## src/rtl/fb_port_arbiter_if.sv

```systemverilog
// Requester and BRAM-side signal bundle for fb_port_arbiter.
// The arbiter takes the slave view; a requester/BRAM harness takes the master view.
interface fb_port_arbiter_if #(
  parameter int ADDR_W = 17,
  parameter int DATA_W = 12
);
  // Handshake semantics: wr_valid offers one pixel per cycle with no ready path,
  // so the arbiter either queues it or drops it in that same cycle. rd_req is
  // accepted unconditionally, and rd_valid pulses exactly RD_LAT+1 cycles later,
  // in request order, with rd_data valid only while rd_valid is high.
  logic              wr_valid;
  logic [ADDR_W-1:0] wr_addr;
  logic [DATA_W-1:0] wr_data;
  logic              rd_req;
  logic [ADDR_W-1:0] rd_addr;
  logic              rd_valid;
  logic [DATA_W-1:0] rd_data;
  logic              bram_en;
  logic              bram_we;
  logic [ADDR_W-1:0] bram_addr;
  logic [DATA_W-1:0] bram_din;
  logic [DATA_W-1:0] bram_dout;

  modport slave (
    input  wr_valid, wr_addr, wr_data, rd_req, rd_addr, bram_dout,
    output rd_valid, rd_data, bram_en, bram_we, bram_addr, bram_din
  );

  modport master (
    output wr_valid, wr_addr, wr_data, rd_req, rd_addr, bram_dout,
    input  rd_valid, rd_data, bram_en, bram_we, bram_addr, bram_din
  );
endinterface

```

## src/rtl/fb_port_arbiter.sv

```systemverilog
// Single-port frame-buffer arbiter: reads win, writes queue in a small FIFO, clear FSM fills the buffer.
// Optional drop statistics counter enabled by defining FB_ARB_STATS_EN.
module fb_port_arbiter #(
  parameter int                ADDR_W      = 17,
  parameter int                DATA_W      = 12,
  parameter int                DEPTH_WORDS = 76800,
  parameter int                FIFO_DEPTH  = 4,
  parameter int                RD_LAT      = 1,
  parameter logic [DATA_W-1:0] CLEAR_VALUE = 12'h000
) (
  input  logic                 clk,
  input  logic                 rst,
  fb_port_arbiter_if.slave     bus,
  input  logic                 clear_req,
  output logic                 clear_busy,
  output logic                 wr_overflow,
  input  logic                 ovf_clr,
  output logic [15:0]          drop_count,
  output logic                 dbg_state
);

  localparam int                PTR_W     = $clog2(FIFO_DEPTH);
  localparam logic [ADDR_W-1:0] MAX_ADDR  = ADDR_W'(DEPTH_WORDS - 1);
  localparam logic [PTR_W:0]    FIFO_FULL = (PTR_W+1)'(FIFO_DEPTH);

  typedef enum logic {
    S_IDLE  = 1'b0,
    S_CLEAR = 1'b1
  } state_t;

  state_t            state;
  logic [ADDR_W-1:0] clr_ptr;

  logic [ADDR_W-1:0] fifo_addr [FIFO_DEPTH];
  logic [DATA_W-1:0] fifo_data [FIFO_DEPTH];
  logic [PTR_W-1:0]  wr_ptr;
  logic [PTR_W-1:0]  rd_ptr;
  logic [PTR_W:0]    count;

  logic              fifo_full;
  logic              fifo_empty;
  logic              gnt_clr;
  logic              pop;
  logic              push_ok;
  logic              push;
  logic              drop;

  logic              bram_en_q;
  logic              bram_we_q;
  logic [ADDR_W-1:0] bram_addr_q;
  logic [DATA_W-1:0] bram_din_q;
  logic [RD_LAT:0]   rd_pipe;
  logic              ovf_q;

  assign fifo_full  = (count == FIFO_FULL);
  assign fifo_empty = (count == '0);

  // Grant priority: read, then clear write, then FIFO head.
  assign gnt_clr = !bus.rd_req && (state == S_CLEAR);
  assign pop     = !bus.rd_req && (state != S_CLEAR) && !fifo_empty;

  // Out-of-range addresses never enter the FIFO and are not counted as drops.
  assign push_ok = bus.wr_valid && (bus.wr_addr <= MAX_ADDR);
  assign push    = push_ok && (!fifo_full || pop);
  assign drop    = push_ok && fifo_full && !pop;

  always_ff @(posedge clk) begin
    if (push) begin
      fifo_addr[wr_ptr] <= bus.wr_addr;
      fifo_data[wr_ptr] <= bus.wr_data;
    end
  end

  always_ff @(posedge clk) begin
    if (rst) begin
      wr_ptr <= '0;
      rd_ptr <= '0;
      count  <= '0;
    end else begin
      if (push) wr_ptr <= wr_ptr + 1'b1;
      if (pop)  rd_ptr <= rd_ptr + 1'b1;
      unique case ({push, pop})
        2'b10:   count <= count + 1'b1;
        2'b01:   count <= count - 1'b1;
        default: count <= count;
      endcase
    end
  end

  // Address and data hold their last value on idle cycles; only en/we drop.
  always_ff @(posedge clk) begin
    if (rst) begin
      bram_en_q   <= 1'b0;
      bram_we_q   <= 1'b0;
      bram_addr_q <= '0;
      bram_din_q  <= '0;
    end else begin
      bram_en_q <= 1'b0;
      bram_we_q <= 1'b0;
      if (bus.rd_req) begin
        bram_en_q   <= 1'b1;
        bram_addr_q <= bus.rd_addr;
      end else if (gnt_clr) begin
        bram_en_q   <= 1'b1;
        bram_we_q   <= 1'b1;
        bram_addr_q <= clr_ptr;
        bram_din_q  <= CLEAR_VALUE;
      end else if (pop) begin
        bram_en_q   <= 1'b1;
        bram_we_q   <= 1'b1;
        bram_addr_q <= fifo_addr[rd_ptr];
        bram_din_q  <= fifo_data[rd_ptr];
      end
    end
  end

  // One stage for the registered BRAM command plus RD_LAT stages of BRAM latency.
  always_ff @(posedge clk) begin
    if (rst) begin
      rd_pipe <= '0;
    end else begin
      rd_pipe[0] <= bus.rd_req;
      for (int i = 1; i <= RD_LAT; i++) begin
        rd_pipe[i] <= rd_pipe[i-1];
      end
    end
  end

  always_ff @(posedge clk) begin
    if (rst) begin
      state      <= S_IDLE;
      clr_ptr    <= '0;
      clear_busy <= 1'b0;
    end else begin
      unique case (state)
        S_IDLE: begin
          if (clear_req) begin
            state      <= S_CLEAR;
            clr_ptr    <= '0;
            clear_busy <= 1'b1;
          end
        end
        S_CLEAR: begin
          if (gnt_clr) begin
            if (clr_ptr == MAX_ADDR) begin
              state      <= S_IDLE;
              clear_busy <= 1'b0;
            end else begin
              clr_ptr <= clr_ptr + 1'b1;
            end
          end
        end
        default: begin
          state      <= S_IDLE;
          clear_busy <= 1'b0;
        end
      endcase
    end
  end

  always_ff @(posedge clk) begin
    if (rst) begin
      ovf_q <= 1'b0;
    end else if (drop) begin
      ovf_q <= 1'b1;
    end else if (ovf_clr) begin
      ovf_q <= 1'b0;
    end
  end

`ifdef FB_ARB_STATS_EN
  logic [15:0] drop_cnt_q;

  always_ff @(posedge clk) begin
    if (rst) begin
      drop_cnt_q <= '0;
    end else if (drop) begin
      if (drop_cnt_q != 16'hFFFF) drop_cnt_q <= drop_cnt_q + 16'd1;
    end else if (ovf_clr) begin
      drop_cnt_q <= '0;
    end
  end

  assign drop_count = drop_cnt_q;
`else
  assign drop_count = '0;
`endif

  assign wr_overflow   = ovf_q;
  assign dbg_state     = state;
  assign bus.bram_en   = bram_en_q;
  assign bus.bram_we   = bram_we_q;
  assign bus.bram_addr = bram_addr_q;
  assign bus.bram_din  = bram_din_q;
  assign bus.rd_valid  = rd_pipe[RD_LAT];
  assign bus.rd_data   = bus.bram_dout;

  a_count_bound: assert property (@(posedge clk) disable iff (rst) count <= FIFO_FULL);
  a_we_has_en:   assert property (@(posedge clk) disable iff (rst) bram_we_q |-> bram_en_q);

endmodule

```

## src/flat_wrapper.sv

```systemverilog
// flat-port wrapper written by rule: the top's interface ports become plain ports
module fb_port_arbiter_flat 
#(
  parameter int                ADDR_W      = 17,
  parameter int                DATA_W      = 12,
  parameter int                DEPTH_WORDS = 76800,
  parameter int                FIFO_DEPTH  = 4,
  parameter int                RD_LAT      = 1,
  parameter logic [DATA_W-1:0] CLEAR_VALUE = 12'h000
)
  (clk, rst, clear_req, clear_busy, wr_overflow, ovf_clr, drop_count, dbg_state, bus_wr_valid, bus_wr_addr, bus_wr_data, bus_rd_req, bus_rd_addr, bus_bram_dout, bus_rd_valid, bus_rd_data, bus_bram_en, bus_bram_we, bus_bram_addr, bus_bram_din);
  fb_port_arbiter_if #(.ADDR_W(ADDR_W), .DATA_W(DATA_W)) bus_i ();
  input  logic clk;
  input  logic rst;
  input  logic clear_req;
  output logic clear_busy;
  output logic wr_overflow;
  input  logic ovf_clr;
  output logic [15:0] drop_count;
  output logic dbg_state;
  input wire logic [$bits(bus_i.wr_valid)-1:0] bus_wr_valid;
  input wire logic [$bits(bus_i.wr_addr)-1:0] bus_wr_addr;
  input wire logic [$bits(bus_i.wr_data)-1:0] bus_wr_data;
  input wire logic [$bits(bus_i.rd_req)-1:0] bus_rd_req;
  input wire logic [$bits(bus_i.rd_addr)-1:0] bus_rd_addr;
  input wire logic [$bits(bus_i.bram_dout)-1:0] bus_bram_dout;
  output wire logic [$bits(bus_i.rd_valid)-1:0] bus_rd_valid;
  output wire logic [$bits(bus_i.rd_data)-1:0] bus_rd_data;
  output wire logic [$bits(bus_i.bram_en)-1:0] bus_bram_en;
  output wire logic [$bits(bus_i.bram_we)-1:0] bus_bram_we;
  output wire logic [$bits(bus_i.bram_addr)-1:0] bus_bram_addr;
  output wire logic [$bits(bus_i.bram_din)-1:0] bus_bram_din;
  assign bus_i.wr_valid = bus_wr_valid;
  assign bus_i.wr_addr = bus_wr_addr;
  assign bus_i.wr_data = bus_wr_data;
  assign bus_i.rd_req = bus_rd_req;
  assign bus_i.rd_addr = bus_rd_addr;
  assign bus_i.bram_dout = bus_bram_dout;
  assign bus_rd_valid = bus_i.rd_valid;
  assign bus_rd_data = bus_i.rd_data;
  assign bus_bram_en = bus_i.bram_en;
  assign bus_bram_we = bus_i.bram_we;
  assign bus_bram_addr = bus_i.bram_addr;
  assign bus_bram_din = bus_i.bram_din;
  fb_port_arbiter #(.ADDR_W(ADDR_W), .DATA_W(DATA_W), .DEPTH_WORDS(DEPTH_WORDS), .FIFO_DEPTH(FIFO_DEPTH), .RD_LAT(RD_LAT), .CLEAR_VALUE(CLEAR_VALUE)) u_core (.clk(clk), .rst(rst), .bus(bus_i), .clear_req(clear_req), .clear_busy(clear_busy), .wr_overflow(wr_overflow), .ovf_clr(ovf_clr), .drop_count(drop_count), .dbg_state(dbg_state));
endmodule
```

## config.mk

```make
export PLATFORM = sky130hd
export DESIGN_NAME = fb_port_arbiter_flat
export DESIGN_NICKNAME = d
export VERILOG_FILES = /design/src/rtl/fb_port_arbiter_if.sv /design/src/rtl/fb_port_arbiter.sv /design/src/flat_wrapper.sv
export SDC_FILE = /design/constraint.sdc
export NUM_CORES = 1
export LEC_CHECK = 0
export CAP_MARGIN = 20
export CORE_UTILIZATION = 33
export CTS_BUF_LIST = sky130_fd_sc_hd__clkbuf_8
export CTS_CLUSTER_SIZE = 8
export DETAILED_ROUTE_END_ITERATION = 16
export PLACE_DENSITY = 0.57
export SLEW_MARGIN = 20
export SYNTH_ARGS = -nofsm -noshare
export SYNTH_HDL_FRONTEND = slang
export SYNTH_SLANG_ARGS = --single-unit
export TNS_END_PERCENT = 20
```

## constraint.sdc

```tcl
create_clock -name clk -period 5.5 [get_ports clk]
set_clock_uncertainty 0.2 [all_clocks]
set_input_delay 0.825 -clock clk [delete_from_list [all_inputs] [get_ports clk]]
set_output_delay 0.825 -clock clk [all_outputs]
set_load 0.01 [all_outputs]
```

==> run summary <==
setup slack of the worst register-to-register path = 2.41 ns
number of unique standard cell types used by synthesis = 55
post-cts resize count = 0
total half-perimeter wirelength after legalization and detailed placement = 10,500 µm
remaining design rule violation count = 0
Peak Freq = 306 MHz
hold wc startpoint = u_core.rd_pipe[0]$_SDFF_PP0_
cells along the critical path = clkdlybuf4s50_1 > buf_4 > o21ai_0 > nor2_1 > nor2_1 > and2_1 > buf_4
Register-to-Register Path Depth = 8
number of storage elements in the synthesis netlist = 178
run status = completed
switching part of the total = 0.261
RePlAce Congestion = 0.780
endpoint of the lowest-slack register-to-register path = u_core.count[2]$_SDFFE_PP0P_
multi-input combinational cell area = 0.00225 mm²
Crit path arrival time = 3.18 ns
Synth warnings = 0
static leakage power = 0.00287 µW
first-pass GRT wire length = 24,400 µm
Final Hold Violating Endpoints = 0
portion of the clock cycle consumed by the worst path in the final layout = 0.593
clock buffer count from CTS = 17
P_int = 2160 µW
leading cell types by total area after synthesis = edfxtp_1 48%, dfxtp_1 17%, mux4_2 9.0%, buf_4 2.9%, nor2_1 2.8%
initial cell density of the core = 0.341
Die X-Extent = 150 µm
Top delay family on crit path = buffers and inverters
maximum clock insertion buffer count = 2
overall power consumption = 2920 µW
later-pin clock latency in the skew report = 0.45 ns
net count reported at finish = 665
die area = 0.0226 mm²
post-CTS setup buffer count = 0
clock transition at the registers of the reported paths = 0.10 ns
router iterations before antenna repair = 4
Num Clock Sinks = 178
worst stage delay on the critical path = 0.48 ns
Synth top cells by count = 116 x edfxtp_1, 62 x dfxtp_1, 55 x nor2_1
max-capacitance violation count = 0
Post-Synthesis Mean Instance Area = 13.9 µm²
area grow syn2layout = 19.7%
sort of element at the end of the critical path = flop
count of vias placed by the detailed router = 4,438
reg2reg start = u_core.count[0]$_SDFFE_PP0P_
portion of total power attributed to the clock network = 0.330
number of synthesized flops with an enable pin = 116
number of antenna repair diodes = 0
tightest slew margin relative to the limit = 0.319
Clk Tree Root Cell = clkbuf_8
final setup vio count = 0
minimum clock period after layout = 3.26 ns
proportion of netlist area held by the largest area contributor = 0.481
number of antenna-violating nets in the routed design = 0
ratio of routed vias to standard cells = 5.03
RSZ-0062 raised after global routing = no
part of the total power dissipated in sequential elements = 0.523
worst-case vdd ir drop = 0.177 mV
total of hold buffers inserted after clock tree synthesis = 0
Stages on worst setup path = 7
number of placed cells counting well taps = 851
layout cells sized above 1 = 0.123
routed wire length per instance = 17.8 µm
TritonCTS clock tree = built
I/O pin cnt = 127
Post-Syn Area = 0.00725 mm²
number of pins with negative max-slew slack in the final report = 0
PwrDens = 337 mW/mm²
power dissipated by switching net loads = 763 µW
Total Negative Setup Slacks = 0 ns
crit path buf inv count = 3
overall fraction of global-route tracks in use = 0.146
maximum number of pins on one net before global-route repair = 51
primary flip-flop cell chosen by synthesis mapping = edfxtp_1
start-to-end type of the worst setup path = input pin to flop
final cell utilization of the core = 0.408
type of origin of the critical path = input pin
Overflow after GRT = 0
number of cells in the finished layout apart from fillers = 883
library cell occupying the most area in the post-synthesis netlist = edfxtp_1
DRC marker count from the first detailed-route iteration = 344
number of fill cells in the layout = 1,984
number of levels in the clock H-tree = 4
Gate Count Post-Synth = 522
Cell Rows = 53
worst-path maximum fanout = 42
required arrival time at the worst endpoint = 5.42 ns
number of antenna violations at the first check in global routing = 0
placeable core region = 0.0213 mm²
part of the total power dissipated in combinational logic = 0.147
FF+latch area = 0.00473 mm²
Worst-Margin Slew = 1.02 ns
proportion of synthesized flip-flops having asynchronous set or reset = 0
Worst Hold Class = flop to flop
Routed WL = 15,700 µm
most common cell in the netlist = edfxtp_1
fraction of the yosys area taken by sequential cells = 0.652
instance count along the most critical hold path = 1
Slowest cell on crit path = and2_1
worst hold path endpoint = u_core.rd_pipe[1]$_SDFF_PP0_
number of global-route vias before repair = 4,508
number of input and output port buffers inserted = 86
overall die height = 150 µm
[worst max-delay path by stage]
stage	start	end	slack (ns)
global placement	bus_rd_req	u_core.count[2]$_SDFFE_PP0P_	1.70
CTS	bus_rd_req	u_core.count[2]$_SDFFE_PP0P_	2.06
detailed placement	bus_rd_req	u_core.count[2]$_SDFFE_PP0P_	1.58
finish	bus_rd_req	u_core.fifo_addr[2][10]$_DFFE_PP_	2.24
floorplan	bus_wr_addr[15]	u_core.fifo_addr[0][0]$_DFFE_PP_	2.65
global route	bus_wr_addr[11]	u_core.fifo_addr[2][10]$_DFFE_PP_	2.10
[through the flow]
stage / worst slack, ns / hold slack (ns) / instance area [µm²]
2_1_floorplan: 2.65 / 0.214 / 7300
3_3_place_gp: 1.70 / 0.227 / 8240
3_5_place_dp: 1.58 / 0.237 / 8240
4_1_cts: 2.06 / 0.259 / 8670
5_1_grt: 2.10 / 0.262 / 8670
6_report: 2.24 / 0.251 / 8670
[power by group through the flow]
stage	sequential (µW)	combinational, µW	clock [µW]
6_report	1530	431	964
2_1_floorplan	1560	270	0
5_1_grt	1540	469	1040
3_5_place_dp	1560	435	0
3_3_place_gp	1560	429	0
4_1_cts	1530	437	991
[flip-flops by register name, indices dropped and copies added, names as in the netlist, named ones only]
name	cells
u_core.fifo_data	48
u_core.rd_pipe	2
u_core.clear_busy	1
u_core.fifo_addr	68
u_core.bus.bram_we	1
u_core.count	3
u_core.bus.bram_addr	17
u_core.rd_ptr	2
u_core.clr_ptr	17
u_core.bus.bram_en	1
u_core.dbg_state	1
u_core.wr_ptr	2
u_core.bus.bram_din	12
u_core.wr_overflow	1
[final cells by class]
type,instances,area share
repair buffers,93,0.105
well taps,275,0.0397
inverters,5,0.00216
multi-input cells,300,0.259
clock inverters,15,0.0224
flip-flops and latches,178,0.545
clock buffers,17,0.0270
[per-layer routing]
| metal | part of all wire | vias up | global-route usage | wire length, µm |
|---|---|---|---|---|
| met5 | 0 | - | 0 | 0 |
| met1 | 0.44 | 2211 | 0.185 | 6910 |
| met4 | 0.0074 | 0 | 0.0510 | 117 |
| li1 | - | 2076 | - | - |
| met2 | 0.49 | 135 | 0.245 | 7780 |
| met3 | 0.059 | 16 | 0.0336 | 931 |
[cell families (layout without fill, tap and decap cells)]
family | after synthesis | in the layout | share of synthesized area
other cells | 1 | 16 | 0.000517
simple gates | 145 | 145 | 0.0943
buf+inv | 59 | 130 | 0.0471
compound gates | 90 | 90 | 0.0872
flops | 178 | 178 | 0.652
xor+xnor | 11 | 11 | 0.0133
fa+ha+maj | 6 | 6 | 0.0114
mux | 32 | 32 | 0.0944
[placed cells by master (no fill, tap or decap), drive strengths merged, types with 5 or more instances in the layout]
cell type,n
edfxtp,116
clkdlybuf4s50,85
dfxtp,62
nor2,55
nand2,29
mux4,29
nor3,19
clkbuf,17
o22ai,16
o21a,16
conb,16
a21oi,15
inv,14
a22oi,12
buf,8
nand3,7
xor2,7
o21ai,7
and2,6
nor2b,5
ha,5
[worst register-to-register path: cells and delay by family, from the launching register on]
| kind | cells | cell delay, ns |
|---|---|---|
| AND/OR/NAND/NOR | 5 | 1.65 |
| AO/OA/AOI/OAI | 1 | 0.13 |
| XOR/XNOR | 1 | 0.19 |
| adder cells (fa/ha/maj) | 1 | 0.40 |
| flip-flops | 1 | 0.37 |
Note: power is estimated with default switching activity, not from simulation.
